<file path="src/rtl/probe_pkg.sv">
// Shared types for the probe poll master: FSM states,
// detector register map and AXI response codes.
package probe_pkg;

  typedef enum logic [2:0] {
    S_IDLE,
    S_CFG_AR,
    S_CFG_R,
    S_SMP_AR,
    S_SMP_R,
    S_PUSH,
    S_DRAIN,
    S_FIN
  } state_t;

  localparam logic [2:0] REG_RESULT = 3'h0;
  localparam logic [2:0] REG_CONFIG = 3'h4;

  localparam logic [1:0] RESP_OKAY   = 2'b00;
  localparam logic [1:0] RESP_SLVERR = 2'b10;

  function automatic int unsigned cnt_w(
    input int unsigned n
  );
    return (n > 2) ? $clog2(n) : 1;
  endfunction

endpackage

</file>
<file path="src/rtl/probe_poll_master_if.sv">
// AXI4-Lite read channels plus the sample result stream
// between the poll master and its neighbours.
interface probe_poll_master_if #(
  parameter int M_AXI_ADDR_WIDTH = 3,
  parameter int M_AXI_DATA_WIDTH = 32,
  parameter int PROBE_WIDTH      = 14,
  parameter int NSAMP_WIDTH      = 16
);

  logic [M_AXI_ADDR_WIDTH-1:0] M_AXI_araddr;
  logic [2:0]                  M_AXI_arprot;
  logic                        M_AXI_arvalid;
  logic                        M_AXI_arready;
  logic [M_AXI_DATA_WIDTH-1:0] M_AXI_rdata;
  logic [1:0]                  M_AXI_rresp;
  logic                        M_AXI_rvalid;
  logic                        M_AXI_rready;

  logic                        res_valid;
  logic                        res_ready;
  logic [PROBE_WIDTH-1:0]      res_data;
  logic [NSAMP_WIDTH-1:0]      res_index;

  modport master (
    output M_AXI_araddr,
    output M_AXI_arprot,
    output M_AXI_arvalid,
    input  M_AXI_arready,
    input  M_AXI_rdata,
    input  M_AXI_rresp,
    input  M_AXI_rvalid,
    output M_AXI_rready,
    output res_valid,
    input  res_ready,
    output res_data,
    output res_index
  );

  modport slave (
    input  M_AXI_araddr,
    input  M_AXI_arprot,
    input  M_AXI_arvalid,
    output M_AXI_arready,
    output M_AXI_rdata,
    output M_AXI_rresp,
    output M_AXI_rvalid,
    input  M_AXI_rready,
    input  res_valid,
    output res_ready,
    input  res_data,
    input  res_index
  );

endinterface

</file>
<file path="src/rtl/probe_stats_acc.sv">
// Running saturating sum and unsigned min/max of the
// samples collected during one poll run.
module probe_stats_acc #(
  parameter int PROBE_WIDTH = 14,
  parameter int SUM_WIDTH   = 32
) (
  input  logic                   clk,
  input  logic                   rst,
  input  logic                   clr,
  input  logic                   upd,
  input  logic [PROBE_WIDTH-1:0] smp,
  output logic [SUM_WIDTH-1:0]   sum,
  output logic [PROBE_WIDTH-1:0] min_val,
  output logic [PROBE_WIDTH-1:0] max_val
);

  logic [SUM_WIDTH:0] sum_ext;

  // One spare bit catches the carry that triggers saturation.
  assign sum_ext = (SUM_WIDTH+1)'(sum)
                 + (SUM_WIDTH+1)'(smp);

  always_ff @(posedge clk) begin
    if (rst || clr) begin
      sum     <= '0;
      min_val <= '1;
      max_val <= '0;
    end else if (upd) begin
      if (sum_ext[SUM_WIDTH])
        sum <= '1;
      else
        sum <= sum_ext[SUM_WIDTH-1:0];
      if (smp < min_val)
        min_val <= smp;
      if (smp > max_val)
        max_val <= smp;
    end
  end

endmodule

</file>
<file path="src/rtl/probe_poll_master.sv">
// AXI4-Lite read master: reads the averaging window once, then
// polls the probe count N times and streams each sample out.
module probe_poll_master
  import probe_pkg::*;
#(
  parameter int M_AXI_ADDR_WIDTH = 3,
  parameter int M_AXI_DATA_WIDTH = 32,
  parameter int PROBE_WIDTH      = 14,
  parameter logic [M_AXI_ADDR_WIDTH-1:0] RESULT_ADDR =
    M_AXI_ADDR_WIDTH'(REG_RESULT),
  parameter logic [M_AXI_ADDR_WIDTH-1:0] CONFIG_ADDR =
    M_AXI_ADDR_WIDTH'(REG_CONFIG),
  parameter int NSAMP_WIDTH      = 16,
  parameter int SUM_WIDTH        = 32,
  parameter int TIMEOUT_CYCLES   = 1000000
) (
  input  logic                        M_AXI_aclk,
  input  logic                        M_AXI_areset,
  input  logic                        start,
  input  logic [NSAMP_WIDTH-1:0]      num_samples,
  output logic                        busy,
  output logic                        done,
  output logic                        err_resp,
  output logic                        err_timeout,
  output logic [M_AXI_DATA_WIDTH-1:0] aver_time,
  output logic [SUM_WIDTH-1:0]        sum,
  output logic [PROBE_WIDTH-1:0]      min_val,
  output logic [PROBE_WIDTH-1:0]      max_val,
  probe_poll_master_if.master         m
);

  localparam int TW = cnt_w(TIMEOUT_CYCLES);
  localparam logic [TW-1:0] TMO_LAST =
    TW'(TIMEOUT_CYCLES - 1);

  state_t                 state;
  logic [NSAMP_WIDTH-1:0] nsamp;
  logic [NSAMP_WIDTH-1:0] idx_nxt;
  logic [TW-1:0]          tcnt;
  logic [PROBE_WIDTH-1:0] smp;
  logic                   resp_ok;
  logic                   st_clr;
  logic                   st_upd;

  assign m.M_AXI_arprot = 3'b000;

  assign smp     = m.M_AXI_rdata[PROBE_WIDTH-1:0];
  assign resp_ok = (m.M_AXI_rresp == RESP_OKAY);
  assign idx_nxt = m.res_index + NSAMP_WIDTH'(1);
  assign st_clr  = (state == S_IDLE) && start;
  assign st_upd  = (state == S_SMP_R)
                && m.M_AXI_rvalid && resp_ok;

  probe_stats_acc #(
    .PROBE_WIDTH (PROBE_WIDTH),
    .SUM_WIDTH   (SUM_WIDTH)
  ) u_stats (
    .clk     (M_AXI_aclk),
    .rst     (M_AXI_areset),
    .clr     (st_clr),
    .upd     (st_upd),
    .smp     (smp),
    .sum     (sum),
    .min_val (min_val),
    .max_val (max_val)
  );

  always_ff @(posedge M_AXI_aclk) begin
    if (M_AXI_areset) begin
      state           <= S_IDLE;
      nsamp           <= '0;
      tcnt            <= '0;
      busy            <= 1'b0;
      done            <= 1'b0;
      err_resp        <= 1'b0;
      err_timeout     <= 1'b0;
      aver_time       <= '0;
      m.M_AXI_araddr  <= '0;
      m.M_AXI_arvalid <= 1'b0;
      m.M_AXI_rready  <= 1'b0;
      m.res_valid     <= 1'b0;
      m.res_data      <= '0;
      m.res_index     <= '0;
    end else begin
      done <= 1'b0;
      unique case (state)
        S_IDLE: begin
          if (start) begin
            nsamp           <= num_samples;
            err_resp        <= 1'b0;
            err_timeout     <= 1'b0;
            busy            <= 1'b1;
            m.res_index     <= '0;
            m.M_AXI_araddr  <= CONFIG_ADDR;
            m.M_AXI_arvalid <= 1'b1;
            state           <= S_CFG_AR;
          end
        end
        S_CFG_AR, S_SMP_AR: begin
          if (m.M_AXI_arready) begin
            m.M_AXI_arvalid <= 1'b0;
            m.M_AXI_rready  <= 1'b1;
            tcnt            <= '0;
            state <= (state == S_CFG_AR) ? S_CFG_R : S_SMP_R;
          end
        end
        S_CFG_R: begin
          if (m.M_AXI_rvalid) begin
            aver_time      <= m.M_AXI_rdata;
            m.M_AXI_rready <= 1'b0;
            if (!resp_ok || nsamp == '0) begin
              err_resp <= !resp_ok;
              done     <= 1'b1;
              busy     <= 1'b0;
              state    <= S_FIN;
            end else begin
              m.M_AXI_araddr  <= RESULT_ADDR;
              m.M_AXI_arvalid <= 1'b1;
              state           <= S_SMP_AR;
            end
          end else if (tcnt == TMO_LAST) begin
            err_timeout <= 1'b1;
            state       <= S_DRAIN;
          end else begin
            tcnt <= tcnt + TW'(1);
          end
        end
        S_SMP_R: begin
          if (m.M_AXI_rvalid) begin
            m.M_AXI_rready <= 1'b0;
            if (!resp_ok) begin
              err_resp <= 1'b1;
              done     <= 1'b1;
              busy     <= 1'b0;
              state    <= S_FIN;
            end else begin
              m.res_data  <= smp;
              m.res_valid <= 1'b1;
              state       <= S_PUSH;
            end
          end else if (tcnt == TMO_LAST) begin
            err_timeout <= 1'b1;
            state       <= S_DRAIN;
          end else begin
            tcnt <= tcnt + TW'(1);
          end
        end
        S_PUSH: begin
          // Next AR waits for the consumer, so backpressure
          // stalls the bus rather than buffering samples.
          if (m.res_ready) begin
            m.res_valid <= 1'b0;
            m.res_index <= idx_nxt;
            if (idx_nxt == nsamp) begin
              done  <= 1'b1;
              busy  <= 1'b0;
              state <= S_FIN;
            end else begin
              m.M_AXI_araddr  <= RESULT_ADDR;
              m.M_AXI_arvalid <= 1'b1;
              state           <= S_SMP_AR;
            end
          end
        end
        S_DRAIN: begin
          if (m.M_AXI_rvalid) begin
            m.M_AXI_rready <= 1'b0;
            done           <= 1'b1;
            busy           <= 1'b0;
            state          <= S_FIN;
          end
        end
        S_FIN: begin
          state <= S_IDLE;
        end
      endcase
    end
  end

endmodule

</file>
<file path="src/flat_wrapper.sv">
// flat-port wrapper written by rule: the top's interface ports become plain ports
module probe_poll_master_flat import probe_pkg::*;
#(
  parameter int M_AXI_ADDR_WIDTH = 3,
  parameter int M_AXI_DATA_WIDTH = 32,
  parameter int PROBE_WIDTH      = 14,
  parameter logic [M_AXI_ADDR_WIDTH-1:0] RESULT_ADDR =
    M_AXI_ADDR_WIDTH'(REG_RESULT),
  parameter logic [M_AXI_ADDR_WIDTH-1:0] CONFIG_ADDR =
    M_AXI_ADDR_WIDTH'(REG_CONFIG),
  parameter int NSAMP_WIDTH      = 16,
  parameter int SUM_WIDTH        = 32,
  parameter int TIMEOUT_CYCLES   = 1000000
)
  (M_AXI_aclk, M_AXI_areset, start, num_samples, busy, done, err_resp, err_timeout, aver_time, sum, min_val, max_val, m_M_AXI_araddr, m_M_AXI_arprot, m_M_AXI_arvalid, m_M_AXI_arready, m_M_AXI_rdata, m_M_AXI_rresp, m_M_AXI_rvalid, m_M_AXI_rready, m_res_valid, m_res_ready, m_res_data, m_res_index);
  probe_poll_master_if #(.M_AXI_ADDR_WIDTH(M_AXI_ADDR_WIDTH), .M_AXI_DATA_WIDTH(M_AXI_DATA_WIDTH), .PROBE_WIDTH(PROBE_WIDTH), .NSAMP_WIDTH(NSAMP_WIDTH)) m_i ();
  input  logic M_AXI_aclk;
  input  logic M_AXI_areset;
  input  logic start;
  input  logic [NSAMP_WIDTH-1:0] num_samples;
  output logic busy;
  output logic done;
  output logic err_resp;
  output logic err_timeout;
  output logic [M_AXI_DATA_WIDTH-1:0] aver_time;
  output logic [SUM_WIDTH-1:0] sum;
  output logic [PROBE_WIDTH-1:0] min_val;
  output logic [PROBE_WIDTH-1:0] max_val;
  output wire logic [$bits(m_i.M_AXI_araddr)-1:0] m_M_AXI_araddr;
  output wire logic [$bits(m_i.M_AXI_arprot)-1:0] m_M_AXI_arprot;
  output wire logic [$bits(m_i.M_AXI_arvalid)-1:0] m_M_AXI_arvalid;
  input wire logic [$bits(m_i.M_AXI_arready)-1:0] m_M_AXI_arready;
  input wire logic [$bits(m_i.M_AXI_rdata)-1:0] m_M_AXI_rdata;
  input wire logic [$bits(m_i.M_AXI_rresp)-1:0] m_M_AXI_rresp;
  input wire logic [$bits(m_i.M_AXI_rvalid)-1:0] m_M_AXI_rvalid;
  output wire logic [$bits(m_i.M_AXI_rready)-1:0] m_M_AXI_rready;
  output wire logic [$bits(m_i.res_valid)-1:0] m_res_valid;
  input wire logic [$bits(m_i.res_ready)-1:0] m_res_ready;
  output wire logic [$bits(m_i.res_data)-1:0] m_res_data;
  output wire logic [$bits(m_i.res_index)-1:0] m_res_index;
  assign m_M_AXI_araddr = m_i.M_AXI_araddr;
  assign m_M_AXI_arprot = m_i.M_AXI_arprot;
  assign m_M_AXI_arvalid = m_i.M_AXI_arvalid;
  assign m_i.M_AXI_arready = m_M_AXI_arready;
  assign m_i.M_AXI_rdata = m_M_AXI_rdata;
  assign m_i.M_AXI_rresp = m_M_AXI_rresp;
  assign m_i.M_AXI_rvalid = m_M_AXI_rvalid;
  assign m_M_AXI_rready = m_i.M_AXI_rready;
  assign m_res_valid = m_i.res_valid;
  assign m_i.res_ready = m_res_ready;
  assign m_res_data = m_i.res_data;
  assign m_res_index = m_i.res_index;
  probe_poll_master #(.M_AXI_ADDR_WIDTH(M_AXI_ADDR_WIDTH), .M_AXI_DATA_WIDTH(M_AXI_DATA_WIDTH), .PROBE_WIDTH(PROBE_WIDTH), .RESULT_ADDR(RESULT_ADDR), .CONFIG_ADDR(CONFIG_ADDR), .NSAMP_WIDTH(NSAMP_WIDTH), .SUM_WIDTH(SUM_WIDTH), .TIMEOUT_CYCLES(TIMEOUT_CYCLES)) u_core (.M_AXI_aclk(M_AXI_aclk), .M_AXI_areset(M_AXI_areset), .start(start), .num_samples(num_samples), .busy(busy), .done(done), .err_resp(err_resp), .err_timeout(err_timeout), .aver_time(aver_time), .sum(sum), .min_val(min_val), .max_val(max_val), .m(m_i));
endmodule
</file>
<file path="config.mk">
export PLATFORM = sky130hd
export DESIGN_NAME = probe_poll_master_flat
export DESIGN_NICKNAME = d
export VERILOG_FILES = /design/src/rtl/probe_pkg.sv /design/src/rtl/probe_poll_master_if.sv /design/src/rtl/probe_stats_acc.sv /design/src/rtl/probe_poll_master.sv /design/src/flat_wrapper.sv
export SDC_FILE = /design/constraint.sdc
export NUM_CORES = 1
export LEC_CHECK = 0
export BUFFER_PORTS_ARGS = -buffer_cell sky130_fd_sc_hd__buf_2
export CAP_MARGIN = 40
export CORE_MARGIN = 2
export CORE_UTILIZATION = 40
export DETAILED_ROUTE_END_ITERATION = 7
export PLACE_DENSITY = 0.68
export SKIP_CTS_REPAIR_TIMING = 1
export SLEW_MARGIN = 5
export SYNTH_ARGS = -nofsm -noshare
export SYNTH_HDL_FRONTEND = slang
export SYNTH_HIERARCHICAL = 1
export SYNTH_SLANG_ARGS = --single-unit
</file>
<file path="constraint.sdc">
create_clock -name M_AXI_aclk -period 8 [get_ports M_AXI_aclk]
set_input_delay 0.4 -clock M_AXI_aclk [delete_from_list [all_inputs] [get_ports M_AXI_aclk]]
set_output_delay 0.4 -clock M_AXI_aclk [all_outputs]
set_load 0.02 [all_outputs]
</file>
==> flow_summary.json <==
{
  "ys_warn_count": 6,
  "top_layer_used": "met4",
  "die_w_microns": 154,
  "tritoncts": "yes",
  "cp-start-kind": "flop",
  "cp_max_fo": 19,
  "slowest_delay_ps": 630,
  "synth_common_cells": "nand2_1 (185), dfxtp_1 (169), a21oi_1 (127), nor2_1 (79), o21ai_0 (52)",
  "ys_types": 86,
  "nets": 1375,
  "end_kind": "flop",
  "max-cap-violations": 0,
  "grt_max_degree": 70,
  "routed_wirelength_microns": 25300,
  "fp-row-count": 54,
  "core-area_sq_um": 22000,
  "async_reset_ff_share_pct": 0,
  "hold_path_startpoint": "m_M_AXI_rdata[29]",
  "synth_edf_count": 0,
  "path_cells": "inv_1 -> nand2_1 -> or3_1 -> inv_1 -> buf_4 -> and3_2 -> o21a_1 -> o21ai_1 -> a21bo_1 -> nand2_4 -> nor3b_1 -> a211oi_1",
  "antenna_found_initial": 0,
  "path_common_cell": "inv_1",
  "crit_required_ps": 8340,
  "fin_util_pct": 48.0,
  "port_buffers": 185,
  "die_h_microns": 154,
  "arrival_ps": 4090,
  "start_util_pct": 41.0,
  "peakVddDrop_mv": 0.130,
  "n_antenna_cell": 0,
  "grt_pass1_vias": 7797,
  "dp_hpwl_microns": 17800,
  "fin_setup_tns_ps": 0,
  "via_per_inst": 5.48,
  "grt_pass1_wl_microns": 40700,
  "rrSetupSlack_ps": 4250,
  "synth-main-ff-cell": "dfxtp_1",
  "power_density_nw_per_um2": 191,
  "slew-limit-headroom_pct": 48.3,
  "r2r-end": "u_core/u_stats/sum[25]$_SDFFE_PP0P_",
  "dr_wl_met3_microns": 1460,
  "hold_violations": 0,
  "reg2reg_from": "u_core/state[1]$_SDFFE_PP0P_",
  "drt_iter0_drc": 572,
  "critPathLaunch": "u_core/state[1]$_SDFFE_PP0P_",
  "setup-violations-final": 0,
  "fin_skew_ps": 8.87,
  "cts.clk_slew.worst_paths_ps": 70,
  "grt-ovfl-total": 0,
  "holdPathEnd": "u_core/aver_time[29]$_SDFFE_PP0P_",
  "p_leak_nw": 4.50,
  "crit_path_top_delay_cell": "or3_1",
  "wirelength_met1_microns": 11700,
  "wl_per_cell_microns": 16.1,
  "clockRootBuffer": "clkbuf_16",
  "cts.sinks": 169,
  "clkLatencyLatePin_ps": 430,
  "synth_top_area_share_pct": 37.6,
  "fin_crit_ps": 3750,
  "syn_area_per_cell_sq_um": 7.92,
  "syn-cell-area_sq_um": 8990,
  "outcome": "complete, no violations",
  "worstHoldPathType": "input pin to flop",
  "num_io_pins": 191,
  "cts-htree-levels": 4,
  "synth_most_common_cell": "nand2_1",
  "crit_type": "flop to flop",
  "synth.area.top_cells": "dfxtp_1 (38%), nand2_1 (7.7%), a21oi_1 (7.1%)",
  "ys_seq_area_share_pct": 37.6,
  "worst_pin_slew_ps": 775,
  "dieArea_sq_um": 23700,
  "drive_above_1_share_pct": 20.1,
  "cts_buffer_depth": 2,
  "reg2regPathDepth": 12,
  "synth-seq-cells": 169,
  "numCtsBuffers": 17,
  "grt_use_total_pct": 21.1,
  "gp_congestion": 0.866,
  "syn_inst": 1135,
  "fmax_ghz": 0.267,
  "fill_cells": 2156,
  "rsz0062_at_grt": "false",
  "final_antenna_net_count": 0,
  "hold_depth": 3,
  "syn_to_final_growth_pct": 17.1,
  "synth_top_area_cell": "dfxtp_1",
  "vias": 8593,
  "firstDrtPassIters": 5,
  "dr_wl_met2_microns": 11500,
  "fin_crit_sh_pct": 46.8,
  "final_max_slew_viol_count": 0,
  "route.detailed.drc": 0
}
==> area by class of cell <==
class / count / area (sq um) / area share, %
Multi-Input combinational cell: 844 / 5060 / 48.1
Sequential cell: 169 / 3380 / 32.1
Timing Repair Buffer: 195 / 1010 / 9.61
Clock buffer: 20 / 447 / 4.24
Tap cell: 280 / 350 / 3.33
Inverter: 48 / 180 / 1.71
Clock inverter: 12 / 95.1 / 0.903
==> cells in the final DEF (no fill, tap or decap), types with 9 or more instances in the layout <==
master	synthesis	routed
buf_2	13	185
ha_1	43	43
nand3_1	36	36
a211oi_1	9	9
o31ai_1	18	18
a21oi_1	127	127
nor3_1	27	27
nor2_1	79	78
dfxtp_1	169	169
nand4_1	22	22
clkbuf_16	0	17
a31oi_1	9	9
and3_1	22	22
nor4_1	10	10
o211ai_1	15	15
and4_1	10	10
xnor2_1	18	18
o21a_1	9	9
nand2_1	185	185
inv_1	48	48
xor2_1	32	32
a21o_1	10	10
o21ai_0	52	52
==> layer usage <==
layer	global-route usage (%)	vias up
li1	-	4285
met1	28.4	3990
met2	32.9	281
met3	4.54	37
met4	8.54	0
met5	0	-
==> sequential cells by signal (all words and copies together) (netlist names), 3 cells and up <==
register,cells
u_core/nsamp,16
u_core/state,3
u_core/u_stats/sum,32
u_core/m.res_data,14
u_core/m.res_index,16
u_core/tcnt,20
u_core/u_stats/min_val,14
u_core/u_stats/max_val,14
u_core/aver_time,32
==> report_power, final <==
part / switching, mW / leakage (nW) / internal [mW]
Sequential: 0.0394 / 1.37 / 0.876
Clock: 0.360 / 0.250 / 0.409
Combinational: 0.216 / 2.89 / 0.105
Total: 0.615 / 4.50 / 1.39
==> worst max path at each step <==
stage	end	slack, ps	depth (start not counted)
2_1_floorplan	u_core/u_stats/sum[26]$_SDFFE_PP0P_	5100	14
3_3_place_gp	u_core/u_stats/sum[25]$_SDFFE_PP0P_	4320	12
3_5_place_dp	u_core/u_stats/sum[25]$_SDFFE_PP0P_	4270	12
4_1_cts	u_core/u_stats/sum[26]$_SDFFE_PP0P_	4270	12
5_1_grt	u_core/u_stats/sum[25]$_SDFFE_PP0P_	3880	12
6_report	u_core/u_stats/sum[25]$_SDFFE_PP0P_	4250	12
==> critical path, delay by kind of cell (launching register included) <==
kind | cells | cell delay, ps
and+or+nand+nor | 5 | 1320
buffers and inverters | 3 | 1030
AOI/OAI and AO/OA | 4 | 790
DFF | 1 | 510
==> through the flow <==
step                instance area (sq um)  worst slack, ps  power (mW)  instances  hold slack (ps)
floorplan                            9010             5100        1.15       1139              453
global placement                     9950             4320        1.25       1533              439
detailed placement                   9990             4270        1.25       1536              443
CTS                                 10500             4270        2.03       1568              189
global route                        10500             3880        2.11       1568              195
finish                              10500             4250        2.01       1568              203
==> kinds of logic after synthesis <==
family | count (synthesis) | synth area share [%]
other | 1 | 0.0417
adders and majority gates | 44 | 6.20
DFF | 169 | 37.6
AOI/OAI and AO/OA | 301 | 20.7
buffers and inverters | 126 | 6.29
xor gates and xnor gates | 50 | 4.87
and+or+nand+nor | 443 | 24.1
muxes | 1 | 0.111
Power figures use the tool's default switching activity.
